==> src/rtl/fetch_pkg.sv <==
// Shared types and constants for the instruction fetch controller.
package fetch_pkg;

  typedef enum logic [2:0] {
    IDLE  = 3'd0,
    REQ   = 3'd1,
    WAIT  = 3'd2,
    OUT   = 3'd3,
    DROP  = 3'd4,
    FAULT = 3'd5,
    HALT  = 3'd6
  } fetch_state_t;

  localparam logic [31:0] NOP_INSTR = 32'h00000013;
  localparam int          PC_STEP   = 4;

endpackage

==> src/rtl/fetch_controller_if.sv <==
// Fetch controller bus bundle: redirect input, imem req/gnt/rvalid port, decode valid/ready port.
interface fetch_controller_if #(
  parameter int XLEN  = 64,
  parameter int DEPTH = 8
);
  logic             redirect_valid;
  logic [XLEN-1:0]  redirect_pc;

  logic             imem_req;
  logic [DEPTH-1:0] imem_addr;
  logic             imem_gnt;
  logic             imem_rvalid;
  logic [31:0]      imem_rdata;

  logic             instr_valid;
  logic             instr_ready;
  logic [31:0]      instr_data;
  logic [XLEN-1:0]  instr_pc;
  logic             instr_fault;

  modport master (
    input  redirect_valid, redirect_pc,
    output imem_req, imem_addr,
    input  imem_gnt, imem_rvalid, imem_rdata,
    output instr_valid, instr_data, instr_pc, instr_fault,
    input  instr_ready
  );

  modport slave (
    output redirect_valid, redirect_pc,
    input  imem_req, imem_addr,
    output imem_gnt, imem_rvalid, imem_rdata,
    input  instr_valid, instr_data, instr_pc, instr_fault,
    output instr_ready
  );
endinterface

==> src/rtl/fetch_controller.sv <==
// Instruction fetch sequencer: owns the PC, issues one imem read at a time,
// hands instructions to decode and turns bad fetch addresses into a NOP fault.
module fetch_controller
  import fetch_pkg::*;
#(
  parameter int              XLEN     = 64,
  parameter int              DEPTH    = 8,
  parameter logic [XLEN-1:0] RESET_PC = '0
) (
  input  logic clk,
  input  logic rst_n,
  fetch_controller_if.master bus
);

  fetch_state_t    state_q, state_d;
  logic [XLEN-1:0] pc_q, pc_d;

  logic            valid_q, fault_q;
  logic [31:0]     data_q;
  logic [XLEN-1:0] out_pc_q;

  logic go_req, load_instr, load_fault, clr_valid;

  function automatic logic pc_bad(input logic [XLEN-1:0] pc);
    return (pc[1:0] != 2'b00) || (|pc[XLEN-1:DEPTH+2]);
  endfunction

  always_comb begin
    state_d    = state_q;
    pc_d       = pc_q;
    go_req     = 1'b0;
    load_instr = 1'b0;
    load_fault = 1'b0;
    clr_valid  = 1'b0;

    case (state_q)
      IDLE: begin
        if (bus.redirect_valid) pc_d = bus.redirect_pc;
        go_req = 1'b1;
      end
      REQ: begin
        if (bus.redirect_valid) begin
          pc_d = bus.redirect_pc;
          if (bus.imem_gnt) state_d = DROP;
          else              go_req  = 1'b1;
        end else if (bus.imem_gnt) begin
          state_d = WAIT;
        end
      end
      WAIT: begin
        if (bus.redirect_valid) begin
          pc_d = bus.redirect_pc;
          if (bus.imem_rvalid) go_req  = 1'b1;
          else                 state_d = DROP;
        end else if (bus.imem_rvalid) begin
          load_instr = 1'b1;
          pc_d       = pc_q + XLEN'(PC_STEP);
          state_d    = OUT;
        end
      end
      OUT: begin
        if (bus.redirect_valid) begin
          pc_d      = bus.redirect_pc;
          clr_valid = 1'b1;
          go_req    = 1'b1;
        end else if (bus.instr_ready) begin
          clr_valid = 1'b1;
          go_req    = 1'b1;
        end
      end
      FAULT: begin
        if (bus.redirect_valid) begin
          pc_d      = bus.redirect_pc;
          clr_valid = 1'b1;
          go_req    = 1'b1;
        end else if (bus.instr_ready) begin
          clr_valid = 1'b1;
          state_d   = HALT;
        end
      end
      DROP: begin
        // A redirect coinciding with the stale response still retires it,
        // otherwise we would wait forever for a second rvalid.
        if (bus.redirect_valid) pc_d = bus.redirect_pc;
        if (bus.imem_rvalid)    go_req = 1'b1;
      end
      HALT: begin
        if (bus.redirect_valid) begin
          pc_d   = bus.redirect_pc;
          go_req = 1'b1;
        end
      end
      default: state_d = IDLE;
    endcase

    // Every entry into REQ screens the target PC first.
    if (go_req) begin
      if (pc_bad(pc_d)) begin
        state_d    = FAULT;
        load_fault = 1'b1;
      end else begin
        state_d = REQ;
      end
    end
  end

  always_ff @(posedge clk) begin
    if (!rst_n) begin
      state_q  <= IDLE;
      pc_q     <= RESET_PC;
      valid_q  <= 1'b0;
      fault_q  <= 1'b0;
      data_q   <= '0;
      out_pc_q <= '0;
    end else begin
      state_q <= state_d;
      pc_q    <= pc_d;
      if (load_fault) begin
        valid_q  <= 1'b1;
        fault_q  <= 1'b1;
        data_q   <= NOP_INSTR;
        out_pc_q <= pc_d;
      end else if (load_instr) begin
        valid_q  <= 1'b1;
        fault_q  <= 1'b0;
        data_q   <= bus.imem_rdata;
        out_pc_q <= pc_q;
      end else if (clr_valid) begin
        valid_q <= 1'b0;
      end
    end
  end

  assign bus.imem_req    = (state_q == REQ);
  assign bus.imem_addr   = (state_q == REQ) ? pc_q[DEPTH+1:2] : '0;
  assign bus.instr_valid = valid_q;
  assign bus.instr_fault = fault_q;
  assign bus.instr_data  = data_q;
  assign bus.instr_pc    = out_pc_q;

endmodule
==> src/flat_wrapper.sv <==
// flat-port wrapper written by rule: the top's interface ports become plain ports
module fetch_controller_flat import fetch_pkg::*;
#(
  parameter int              XLEN     = 64,
  parameter int              DEPTH    = 8,
  parameter logic [XLEN-1:0] RESET_PC = '0
)
  (clk, rst_n, bus_redirect_valid, bus_redirect_pc, bus_imem_req, bus_imem_addr, bus_imem_gnt, bus_imem_rvalid, bus_imem_rdata, bus_instr_valid, bus_instr_data, bus_instr_pc, bus_instr_fault, bus_instr_ready);
  fetch_controller_if #(.XLEN(XLEN), .DEPTH(DEPTH)) bus_i ();
  input  logic clk;
  input  logic rst_n;
  input wire logic [$bits(bus_i.redirect_valid)-1:0] bus_redirect_valid;
  input wire logic [$bits(bus_i.redirect_pc)-1:0] bus_redirect_pc;
  output wire logic [$bits(bus_i.imem_req)-1:0] bus_imem_req;
  output wire logic [$bits(bus_i.imem_addr)-1:0] bus_imem_addr;
  input wire logic [$bits(bus_i.imem_gnt)-1:0] bus_imem_gnt;
  input wire logic [$bits(bus_i.imem_rvalid)-1:0] bus_imem_rvalid;
  input wire logic [$bits(bus_i.imem_rdata)-1:0] bus_imem_rdata;
  output wire logic [$bits(bus_i.instr_valid)-1:0] bus_instr_valid;
  output wire logic [$bits(bus_i.instr_data)-1:0] bus_instr_data;
  output wire logic [$bits(bus_i.instr_pc)-1:0] bus_instr_pc;
  output wire logic [$bits(bus_i.instr_fault)-1:0] bus_instr_fault;
  input wire logic [$bits(bus_i.instr_ready)-1:0] bus_instr_ready;
  assign bus_i.redirect_valid = bus_redirect_valid;
  assign bus_i.redirect_pc = bus_redirect_pc;
  assign bus_imem_req = bus_i.imem_req;
  assign bus_imem_addr = bus_i.imem_addr;
  assign bus_i.imem_gnt = bus_imem_gnt;
  assign bus_i.imem_rvalid = bus_imem_rvalid;
  assign bus_i.imem_rdata = bus_imem_rdata;
  assign bus_instr_valid = bus_i.instr_valid;
  assign bus_instr_data = bus_i.instr_data;
  assign bus_instr_pc = bus_i.instr_pc;
  assign bus_instr_fault = bus_i.instr_fault;
  assign bus_i.instr_ready = bus_instr_ready;
  fetch_controller #(.XLEN(XLEN), .DEPTH(DEPTH), .RESET_PC(RESET_PC)) u_core (.clk(clk), .rst_n(rst_n), .bus(bus_i));
endmodule
==> config.mk <==
export PLATFORM = sky130hd
export DESIGN_NAME = fetch_controller_flat
export DESIGN_NICKNAME = d
export VERILOG_FILES = /design/src/rtl/fetch_pkg.sv /design/src/rtl/fetch_controller_if.sv /design/src/rtl/fetch_controller.sv /design/src/flat_wrapper.sv
export SDC_FILE = /design/constraint.sdc
export NUM_CORES = 1
export LEC_CHECK = 0
export CORE_MARGIN = 4
export CORE_UTILIZATION = 50
export CTS_BUF_LIST = sky130_fd_sc_hd__clkbuf_4 sky130_fd_sc_hd__clkbuf_8 sky130_fd_sc_hd__clkbuf_16
export DETAILED_ROUTE_END_ITERATION = 7
export HOLD_SLACK_MARGIN = 0.12
export PLACE_DENSITY = 0.79
export SKIP_CTS_REPAIR_TIMING = 1
export SYNTH_ARGS = -nofsm -noshare
export SYNTH_HDL_FRONTEND = slang
export SYNTH_SLANG_ARGS = --single-unit
==> constraint.sdc <==
create_clock -name clk -period 9.3 [get_ports clk]
set_clock_uncertainty 0.1 [all_clocks]
set_input_delay 2.79 -clock clk [delete_from_list [all_inputs] [get_ports clk]]
set_output_delay 2.79 -clock clk [all_outputs]
set_load 0.05 [all_outputs]
==> impl_metrics.toml, run 1 <==
[run_status]
outcome = "finished clean"

[clock_tree]
cts_buffers = 17
clk_path_buf_depth = 2
htree_levels = 4
cts.sinks = 165
clk_pin_slew_ps = 70
insertion_delay_ps = 440
root_buffer = "clkbuf_16"
cts_tree = "yes"

[global_route]
use_met3_pct = 6.81
grt_max_degree = 96
grt_usage_pct = 32.6
busiest_layer = "met2"
grt_pass1_vias = 9837
grt_util_met2_pct = 52.9
grt_pass1_wl_mm = 56.8
overflow = 0
use_met1_pct = 43.9
antenna_found_initial = 0

[sta]
clock.fmax_ghz = 0.142
period_minus_slack_ps = 7070
rsz0062_at_grt = "no"
drv_slew = 0
totalNegativeSetupSlack_ps = 0
timing.final.hold_violations = 0
fin_crit_sh_pct = 76.0
slew_headroom_pct = 16.8
hold_slack_ps = 407
setup_viol = 0
worst_pin_slew_ps = 1240

[final_layout]
n_antenna_cell = 0
final_core_util_pct = 65.8
drive_gt1_share_pct = 6.10
final_nets = 1467
fin_cells = 1637
fillCellCount = 1666
layout_commonest_cell = "clkdlybuf4s50_1"
most-common-layout-cells = "207 x clkdlybuf4s50_1, 185 x nand2_1, 165 x dfxtp_1"
areaGrowthSynthToFinish_pct = 27.9

[place]
hpwl_mm = 26.1
gp_congestion = 1.01
dp.cells = 1605
portBuffers = 208

[synthesis]
synthDistinctLibCells = 74
yosys.area.top_type = "dfxtp_1"
ys_ff_latch = 165
ys.flop_type = "dfxtp_1"
syn-cell-area_mm2 = 0.00973
syn-instance-count = 1233
syn-num-nets = 1336
post-synth-top-area-fraction_pct = 34.0
synth_area_leaders = "dfxtp_1 34%, nand2_1 7.2%, a21oi_1 5.3%"
async_flop_share_pct = 0
postSynthAreaPerCell_um2 = 7.89
yosys_warnings = 0
synth-edff-count = 0
yosysSeqAreaShare_pct = 34.0

[floorplan]
dieArea_mm2 = 0.0217
die_x_um = 147
core_area_mm2 = 0.0189
fp-row-count = 50
pin_count = 209
start_util_pct = 51.5
dieHeight_um = 147

[power]
power.leakage_uw = 0.00428
pwr_density_cell_mw_per_mm2 = 221
peakVddDrop_mv = 0.202

[drt]
detail_route.wl_per_cell_um = 22.2
firstDrtPassIters = 7
drt-vias-per-instance = 6.29
drc = 0
drt.antenna.violating_nets = 0
vias = 10300
wl_mm = 36.4
drt-initial-drc-count = 1227

[job]
maxCapViolCount = 0

[setup_path]
critPathArrivalTime_ps = 7290
path_class = "input pin to register"
cp_max_fo = 95
critPathRequiredTime_ps = 9520
cp-end-kind = "register"
start_kind = "input pin"

[worst_hold_path]
hold_path_class = "register to register"
[Yosys cell counts (9+ instances only)]
| master | count |
|---|---|
| nor2b_1 | 9 |
| buf_2 | 14 |
| nand4_1 | 39 |
| nor2_1 | 64 |
| mux2_1 | 45 |
| and4_1 | 13 |
| buf_1 | 9 |
| a21oi_1 | 103 |
| nor4_1 | 44 |
| and3_1 | 17 |
| nand2_1 | 186 |
| o22ai_1 | 12 |
| mux2i_1 | 44 |
| nor3_1 | 62 |
| and2_1 | 46 |
| inv_1 | 11 |
| nand3_1 | 44 |
| a31oi_1 | 11 |
| mux2_4 | 16 |
| xnor2_1 | 24 |
| dfxtp_1 | 165 |
| a22oi_1 | 23 |
| clkbuf_1 | 85 |
| o21ai_0 | 30 |
[final timing paths]
check                                      from                       to  slack, ps  depth (start not counted)
worst max-delay path            bus_imem_rvalid  u_core.bus.instr_pc[56]       2230                         13
worst min-delay path             u_core.pc_q[1]           u_core.pc_q[1]        410                          2
worst min register to register   u_core.pc_q[1]           u_core.pc_q[1]        410                          2
worst max register to register  u_core.pc_q[13]  u_core.bus.instr_pc[56]       3920                         10
[metal layers]
metal	vias up	routed length, um
li1	4761	-
met1	4867	15200
met2	596	16800
met3	77	3350
met4	0	1000
met5	-	0
[registers in the layout, indices dropped and copies added, names as in the netlist]
name / flops
u_core.bus.instr_fault: 1
u_core.state_q: 3
u_core.bus.instr_data: 32
u_core.pc_q: 64
u_core.bus.instr_valid: 1
u_core.bus.instr_pc: 64
[through the flow]
step	area, um2	power (uW)	setup slack [ps]
after global placement	11800	1990	1990
after detailed placement	11800	2000	1990
after CTS	12400	2750	2410
final	12400	2750	2230
after global routing	12400	2860	2140
after floorplan	9730	1670	3270
[power breakdown]
part | switching (uW) | internal [uW] | leakage [uW]
clock | 341 | 414 | 0.000299
sequential | 111 | 813 | 0.00136
combinational | 667 | 399 | 0.00263
total | 1120 | 1630 | 0.00428
[final cells by class]
type | count | area, um2 | area share [%]
clock buffer | 18 | 433 | 3.48
clock inverter | 14 | 190 | 1.53
inverter | 12 | 46.3 | 0.372
multi-input combinational | 944 | 5930 | 47.7
sequential | 165 | 3300 | 26.6
tap | 260 | 325 | 2.61
timing repair buffer | 224 | 2210 | 17.8
[kinds of logic after synthesis]
group,Yosys count,share of synthesized area (%)
AND/OR/NAND/NOR,560,29.6
AO/OA/AOI/OAI,246,16.0
flip-flops,165,34.0
buffers and inverters,124,5.21
multiplexers,106,12.3
XOR/XNOR,31,2.79
adder cells (fa/ha/maj),1,0.129
[critical path: stages]
cell and delay [ps]:
clkdlybuf4s50_1 460, buf_4 200, nand4bb_1 330, or4_4 600, nor4_4 440, nand3_1 280, xnor2_1 190, a21boi_0 270
nand3_1 310, nor4_4 500, a21oi_4 110, buf_12 250, mux2_1 410
(Power assumes the default switching activity.)
==> run 2: changes to the inputs <==
==> constraint.sdc (replaced) <==
create_clock -name clk -period 6.8 [get_ports clk]
set_clock_uncertainty 0.1 [all_clocks]
set_input_delay 2.04 -clock clk [delete_from_list [all_inputs] [get_ports clk]]
set_output_delay 2.04 -clock clk [all_outputs]
set_load 0.05 [all_outputs]
==> run 2 against run 1 <==
Against the previous run: die area is the same; combinational power up 36%; worst hold slack improved by 12 ps; largest power group unchanged; wire length is 2.0% lower; worst setup slack worse by 1300 ps; cell area grew 0.56%; sequential share of layout area is 0.15 points lower.
==> impl_metrics.toml, run 2 (synthesis results as in run 1) <==
[global_route]
overflow = 0
grt_usage_pct = 31.5
grt_pass1_wl_mm = 55.2
grt_pass1_vias = 9891
antenna_found_initial = 0
grt_max_degree = 96

[place]
pre_cts_ws_ps = 735
hpwl_mm = 25.3
portBuffers = 208
dp.cells = 1611
gp_congestion = 0.992

[setup_path]
cp_max_fo = 95
crit_slowest_cell = "clkdlybuf4s50_1"
critPathRequiredTime_ps = 7010
r2r_start = "u_core.pc_q[13]"
reg2reg_to = "u_core.bus.instr_pc[5]"
start_kind = "input pin"
r2r_setup_slack_ps = 1650
worstSetupEndpoint = "u_core.bus.instr_pc[5]"
cp-end-kind = "register"
path_class = "input pin to register"
critPathArrivalTime_ps = 6080
crit_start = "bus_imem_rvalid"
cp_num_buf_inv = 2
crit_chain = "clkdlybuf4s50_1 > nand4bb_1 > or4_4 > nor4_4 > a311oi_1 > nand3b_1 > nor4_1 > nand3_1 > nor4_4 > a21oi_4 > buf_12 > mux2_1"
cp_num_cells = 12
crit_top_cell = "nor4_4"
cp_slowest_stage_delay_ps = 600
critPathTopFamily = "simple AND/OR/NAND/NOR gates"
rr_worst_depth = 11

[clock_tree]
root_buffer = "clkbuf_16"
htree_levels = 4
cts_buffers = 17
clk_pin_slew_ps = 70
cts_tree = "yes"
insertion_delay_ps = 430
cts.sinks = 165
clk_path_buf_depth = 2

[final_layout]
most-common-layout-cells = "207 x clkdlybuf4s50_1, 185 x nand2_1, 165 x dfxtp_1"
drive_gt1_share_pct = 6.51
areaGrowthSynthToFinish_pct = 28.6
n_antenna_cell = 0
layout_commonest_cell = "clkdlybuf4s50_1"
fin_cells = 1643
final_nets = 1473

[drt]
wl_mm = 35.6
drt-initial-drc-count = 1181
detail_route.wl_per_cell_um = 21.7
firstDrtPassIters = 6
drt-vias-per-instance = 6.35
vias = 10400
drt.antenna.violating_nets = 0
drc = 0

[power]
finalPower_uw = 3750
power.leakage_uw = 0.00433
peakVddDrop_mv = 0.251
pwr_density_cell_mw_per_mm2 = 299

[sta]
drv_slew = 0
slew_headroom_pct = 21.7
worst_pin_slew_ps = 1160
timing.final.hold_violations = 0
hold_slack_ps = 419
setup_viol = 0
clock.fmax_ghz = 0.170
fin_crit_sh_pct = 86.3
fin_ws_ps = 933
period_minus_slack_ps = 5870
totalNegativeSetupSlack_ps = 0
rsz0062_at_grt = "no"

[run_status]
outcome = "finished clean"

[floorplan]
core_area_mm2 = 0.0189
dieHeight_um = 147
start_util_pct = 51.5
die_x_um = 147
fp-row-count = 50
dieArea_mm2 = 0.0217
pin_count = 209

[job]
maxCapViolCount = 0

[worst_hold_path]
hold_path_class = "register to register"
hp-start = "u_core.pc_q[1]"
whs_path_depth = 2
run 2: worst reg2reg max path, cell delays in order, from the launching register on:
cell	delay, ps
dfxtp_1	620
nand4_1	480
nor4_1	1040
nand3_1	280
mux2i_1	270
nand3_1	150
nor4_1	420
nand4_1	270
nor4_4	410
a21oi_4	100
buf_12	210
mux2_1	680
run 2: layer usage:
| layer | GRT usage, % | wire length (um) |
|---|---|---|
| met5 | 0 | 0 |
| met4 | 11.6 | 1250 |
| met3 | 8.22 | 3370 |
| met2 | 49.7 | 16100 |
| met1 | 41.8 | 14900 |
run 2: per-stage QoR:
| step | area (um2) | utilization [%] |
|---|---|---|
| global route | 12500 | 66.2 |
| global placement | 11900 | 62.9 |
| CTS | 12500 | 66.2 |
| floorplan | 9730 | - |
| detailed placement | 11900 | 62.9 |
| finish | 12500 | 66.2 |
run 2: worst min-delay path by stage:
stage | to | slack, ps
4_1_cts | u_core.pc_q[1] | 410
2_1_floorplan | u_core.pc_q[0] | 360
3_5_place_dp | u_core.pc_q[1] | 400
6_report | u_core.pc_q[1] | 420
3_3_place_gp | u_core.pc_q[0] | 380
5_1_grt | u_core.pc_q[1] | 450
run 2: layout make-up:
cell class	instances	area, um2
clock inverter	15	210
clock buffer	17	425
tap	260	325
sequential	165	3300
multi-input combinational	944	5930
timing repair buffer	230	2270
inverter	12	46.3
fill	1682	6380
run 2: power by group:
part	switching [uW]	total [uW]	internal (uW)	leakage (uW)
Sequential	153	1260	1110	0.00136
Clock	486	1020	536	0.000306
Combinational	910	1460	549	0.00267
Total	1550	3750	2200	0.00433
==> run 3: changes to the inputs <==
--- a/config.mk
+++ b/config.mk
@@ -7,7 +7,7 @@
 export LEC_CHECK = 0
 export CORE_MARGIN = 4
 export CORE_UTILIZATION = 50
-export CTS_BUF_LIST = sky130_fd_sc_hd__clkbuf_4 sky130_fd_sc_hd__clkbuf_8 sky130_fd_sc_hd__clkbuf_16
+export CTS_BUF_LIST = sky130_fd_sc_hd__clkbuf_16
 export DETAILED_ROUTE_END_ITERATION = 7
 export HOLD_SLACK_MARGIN = 0.12
 export PLACE_DENSITY = 0.79
==> results of run 3 <==
Final layout, timing and power as in run 2 (identical DEF).
==> RTL change 1 (flow settings as in run 3) <==
`DEPTH` is set to 8 in 3 places; all go to 16.
--- a/src/rtl/fetch_controller_if.sv
+++ b/src/rtl/fetch_controller_if.sv
@@ -2,5 +2,5 @@
 interface fetch_controller_if #(
   parameter int XLEN  = 64,
-  parameter int DEPTH = 8
+  parameter int DEPTH = 16
 );
   logic             redirect_valid;
--- a/src/rtl/fetch_controller.sv
+++ b/src/rtl/fetch_controller.sv
@@ -5,5 +5,5 @@
 #(
   parameter int              XLEN     = 64,
-  parameter int              DEPTH    = 8,
+  parameter int              DEPTH    = 16,
   parameter logic [XLEN-1:0] RESET_PC = '0
 ) (
--- a/src/flat_wrapper.sv
+++ b/src/flat_wrapper.sv
@@ -3,5 +3,5 @@
 #(
   parameter int              XLEN     = 64,
-  parameter int              DEPTH    = 8,
+  parameter int              DEPTH    = 16,
   parameter logic [XLEN-1:0] RESET_PC = '0
 )
Interface: changed (resized bus_imem_addr); port bits go from 209 to 217. No check against the original RTL was run, so the function may have changed too.
==> RTL change 1 against run 3 <==
- worst setup slack lost 0.21 ns
- wire length is essentially flat
- synthesized area shrank 1.4%
- power shrank 1.8%
- cell area shrank 0.58%
- sequential cell count is the same
- sequential share of layout area grew 0.15 points
==> RTL change 1: results (changes against run 3) <==
Parameter                              Value

Power and ir drop
  Leak ... 3.98 nW (-8.1%)
  Worst voltage drop across the vdd grid ... 0.216 mV (-14%)
  Total power divided by cell area ... 296 nW/um^2 (-1.2%)

Clock tree
  Clk pin slew, worst setup/hold paths ... 0.07 ns (about the same)

Cells and area
  Number of multi-input combinational cells in the layout ... 851 (-9.9%)
  Layout clock area frac ... 0.0468 (-0.00403)
  Number of nets in the layout ... 1406 (-4.5%)
  Fill cell total of the finished layout ... 1590 (-5.5%)
  Layout buffering overhead excluding clock cells ... 0.199 (+0.0174)
  Proportion of layout cells with a drive suffix above 1 ... 0.0653 (+0.000274)
  Number of non-clock inverters in the layout ... 17 (+5)
  Area of the multi-input gates ... 5730 sq um (-3.5%)
  Buffers excl. clock ... 251 (+9.1%)

GRT
  Met1 Usage GRT ... 0.422 (+0.00350)
  Vias in the first global route ... 9886 (-0.051%)
  Met3 GRT Util ... 0.0816 (-0.000532)
  Largest net degree at the start of global routing ... 99 (+3.1%)
  Met2 demand-to-capacity share in global routing ... 0.497 (about the same)
  Global-route usage over all layers ... 0.318 (+0.00289)
  First-pass GRT wire length ... 55200 um (-0.12%)

Drt
  Met2 routed WL ... 16100 um (about the same)
  DRT antenna net count ... 0 (unchanged)
  Routed via count divided by cell count ... 6.57 (+3.4%)
  Met1 layer wirelength in the final routing ... 14900 um (+0.44%)
  Wire length per cell ... 23.0 um (+6.1%)
  Routed wire length on met3 ... 3460 um (+2.6%)
  Total length of routed wires ... 35700 um (about the same)
  Initial detailed-routing violation count ... 1156 (-2.1%)

Placed design
  Dpl cell area ... 11900 sq um (-0.16%)
  Placed instance count ... 1518 (-5.8%)
  Post-DP HPWL ... 25000 um (-1.3%)
  Setup slack at placement ... 0.355 ns (-0.380 ns)
  Placer Congestion ... 1.02 (+3.1%)
  Port-buffer cells ... 216 (+3.8%)

Setup path
  Data arrival time at the worst-slack endpoint ... 6.30 ns (+0.22 ns)
  Crit-path max FO ... 26 (-73%)
  Largest incremental delay on the critical path ... 0.71 ns (+0.11 ns)
  Dominant delay contributor by cell family on the critical path ... simple AND/OR/NAND/NOR gates

Status
  Result of the run ... finished, final reports clean

Logic synthesis
  Register area share after synthesis ... 0.344 (+0.00479)
  Most numerous cell types in the synthesized netlist ... dfxtp_1 (165), clkbuf_1 (99), mux2i_1 (92)
  Post-synthesis net count ... 1259 (-5.8%)
  Top cells by area in the synthesized netlist ... dfxtp_1 (34%), mux2i_1 (9.6%), o211ai_1 (5.8%)
  Dominant register cell in the synthesized netlist ... dfxtp_1
  Post-synth cell types ... 67 (-9.5%)
  Syn avg cell area ... 8.30 sq um (+5.2%)

Floorplanning
  Placeable core region ... 18800 sq um (-0.66%)

Timing
  Headroom to the max-slew limit ... 0.114 (-0.103)
RTL change 1: final timing paths:
kind	start	end	slack (ns)	cells past startpoint
setup / recovery	bus_imem_rvalid	u_core.bus.instr_pc[28]	0.72	13
hold reg to reg	u_core.bus.instr_fault	u_core.bus.instr_fault	0.37	2
setup reg to reg	u_core.state_q[1]	u_core.bus.instr_pc[40]	1.75	12
hold / removal	u_core.bus.instr_fault	u_core.bus.instr_fault	0.37	2
RTL change 1: power by group:
group	switching [mW]	internal, mW
registers	0.146	1.11
logic	0.963	0.490
clock network	0.428	0.544
total	1.54	2.14
RTL change 1: kinds of logic (layout without fill, tap and decap cells):
| logic type | after synthesis | in the layout | share of synthesized area |
|---|---|---|---|
| flops | 165 | 165 | 0.344 |
| simple gates | 413 | 413 | 0.234 |
| xor+xnor | 43 | 43 | 0.0393 |
| buf+inv | 140 | 300 | 0.0613 |
| compound gates | 298 | 298 | 0.219 |
| fa+ha+maj | 1 | 1 | 0.00130 |
| mux | 96 | 96 | 0.101 |
==> RTL change 2 (config.mk and constraints of run 3) <==
Without the edit above. The 7 states of `fetch_state_t` get a one-hot encoding in 7 bits.
--- a/src/rtl/fetch_pkg.sv
+++ b/src/rtl/fetch_pkg.sv
@@ -2,12 +2,12 @@
 package fetch_pkg;
 
-  typedef enum logic [2:0] {
-    IDLE  = 3'd0,
-    REQ   = 3'd1,
-    WAIT  = 3'd2,
-    OUT   = 3'd3,
-    DROP  = 3'd4,
-    FAULT = 3'd5,
-    HALT  = 3'd6
+  typedef enum logic [6:0] {
+    IDLE  = 7'b0000001,
+    REQ   = 7'b0000010,
+    WAIT  = 7'b0000100,
+    OUT   = 7'b0001000,
+    DROP  = 7'b0010000,
+    FAULT = 7'b0100000,
+    HALT  = 7'b1000000
   } fetch_state_t;
 
Function: same outputs for any inputs over 4 cycles, from zero or initial values and one cycle with rst_n low; so few cycles prove little.
==> RTL change 2 against run 3 <==
- synthesized area rose by 2.2%
- via count increased by 13%
- die area rose by 2.1%
- sequential power is 12% higher
- power up 15%
- cell count increased by 6.9%
- worst setup slack got worse by 0.17 ns
- synthesized cell count grew 7.9%
- clock power down 4%
- critical endpoint is now u_core.bus.instr_pc[7]
- critical path type unchanged
- sequential cell count rose by 4
- largest cell class unchanged
- cell area up 2.6%
- wire length up 22%
==> RTL change 2: results (changes against run 3) <==
Parameter                              Value

Status
  Result of the run ... finished, final reports clean

Logic synthesis
  Most numerous cell types in the synthesized netlist ... nand2_1 (214), dfxtp_1 (169), nor2_1 (143)
  Count of yosys warnings during synthesis ... 0 (unchanged)
  Post-synth cell types ... 75 (+1.4%)
  Dominant register cell in the synthesized netlist ... dfxtp_1
  Top cells by area in the synthesized netlist ... dfxtp_1 (34%), nand2_1 (8.1%), nor2_1 (5.4%)
  Share of async-settable or async-resettable flops after synthesis ... 0 (unchanged)
  Instance count of the mapped netlist ... 1331 (+7.9%)
  Register area share after synthesis ... 0.340 (+0.000660)
  Post-synthesis net count ... 1434 (+7.3%)

Setup path
  Largest incremental delay on the critical path ... 0.62 ns (+0.02 ns)
  Crit-path max FO ... 31 (-67%)
  Dominant delay contributor by cell family on the critical path ... simple AND/OR/NAND/NOR gates
  Data arrival time at the worst-slack endpoint ... 6.25 ns (+0.17 ns)
  Critical-path top delay cell ... or4_4

Clock tree
  Clk pin slew, worst setup/hold paths ... 0.08 ns
  Insertion delay of the later-clocked pin in the worst-skew pair ... 0.44 ns
  CTS buffer count ... 17 (unchanged)
  Number of H-tree levels ... 4 (unchanged)
  Deepest clock path buffer count ... 2 (unchanged)
  Clock root buffer ... clkbuf_16

Drt
  Number of detailed-routing iterations run before antenna repair ... 7 (+1)
  Wire length per cell ... 24.7 um (+14%)
  Top routing layer in use ... met5
  Routed wire length on met3 ... 5010 um (+49%)
  Via Count ... 11800 (+13%)
  Initial detailed-routing violation count ... 1561 (+32%)
  Met1 layer wirelength in the final routing ... 17000 um (+15%)
  Met2 routed WL ... 19500 um (+21%)

Placed design
  Post-DP HPWL ... 31700 um (+25%)
  Placer Congestion ... 1.06 (+7.0%)
  Placed instance count ... 1725 (+7.1%)
  Dpl cell area ... 12300 sq um (+3.2%)
  Setup slack at placement ... 0.414 ns (-0.321 ns)
  Port-buffer cells ... 208 (unchanged)

GRT
  Largest net degree at the start of global routing ... 94 (-2.1%)
  Global-route usage over all layers ... 0.378 (+0.0626)
  Vias in the first global route ... 11000 (+11%)
  First-pass GRT wire length ... 65200 um (+18%)
  Initial antenna violation count ... 3 (+3)

Cells and area
  Final cell count without fillers ... 1757 (+6.9%)
  Fill cell total of the finished layout ... 1727 (+2.7%)
  Number of nets in the layout ... 1582 (+7.4%)
  Proportion of layout cells with a drive suffix above 1 ... 0.0690 (+0.00396)
  Antenna diodes ... 0 (unchanged)

Worst hold path
  Class of the tightest hold or removal check ... register to register

Power and ir drop
  Leak ... 4.30 nW (-0.65%)
  Worst voltage drop across the vdd grid ... 0.221 mV (-12%)

Flow run
  Max capacitance violation total ... 0 (unchanged)

Timing
  Headroom to the max-slew limit ... 0.239 (+0.0217)
==> RTL change 2: cell type report <==
cell class,instances,share of cell area
Multi-Input combinational cell,1019,0.466
Sequential cell,169,0.264
Inverter,15,0.00458
Clock inverter,15,0.0119
Clock buffer,17,0.0332
Tap cell,265,0.0258
Timing Repair Buffer,257,0.194
==> RTL change 2: per-stage QoR <==
step | power (mW) | util
finish | 4.30 | 0.657
detailed placement | 3.28 | 0.628
global placement | 3.26 | 0.628
floorplan | 2.56 | -
CTS | 4.25 | 0.657
global route | 4.45 | 0.657
==> RTL change 2: cells by family after synthesis <==
logic type,count (synthesis),share of synthesized area
compound gates,305,0.216
xor+xnor,10,0.00881
fa+ha+maj,1,0.00126
buf+inv,143,0.0628
flops,169,0.340
mux,37,0.0393
simple gates,666,0.331
==> RTL change 2: worst reg2reg max path, stage by stage (launching register included) <==
cell	delay, ns
dfxtp_1	0.52
nand3_1	0.38
nor4_1	0.93
nand3_1	0.54
o311ai_0	0.45
and4_1	0.33
nor4bb_1	0.35
buf_4	0.18
nand4_1	0.14
or4_4	0.62
o21ai_4	0.20
buf_12	0.22
mux2_1	0.38
==> RTL change 2: final timing paths <==
| check | start | end | slack, ns | depth (start not counted) |
|---|---|---|---|---|
| min | u_core.bus.instr_fault | u_core.bus.instr_fault | 0.37 | 2 |
| min reg2reg | u_core.bus.instr_fault | u_core.bus.instr_fault | 0.37 | 2 |
| max | bus_imem_rvalid | u_core.bus.instr_pc[7] | 0.76 | 12 |
| max reg2reg | u_core.pc_q[28] | u_core.bus.instr_pc[7] | 1.36 | 12 |
==> RTL change 2: routing by layer <==
| layer | vias up | global-route usage |
|---|---|---|
| li1 | 5276 | - |
| met1 | 5578 | 0.500 |
| met2 | 798 | 0.593 |
| met3 | 155 | 0.0930 |
| met4 | 4 | 0.153 |
| met5 | - | 0 |
==> RTL change 2: power breakdown <==
| part | total, mW | internal (mW) | switching, mW |
|---|---|---|---|
| Sequential | 1.41 | 1.18 | 0.238 |
| Combinational | 1.91 | 0.641 | 1.26 |
| Clock | 0.977 | 0.491 | 0.485 |
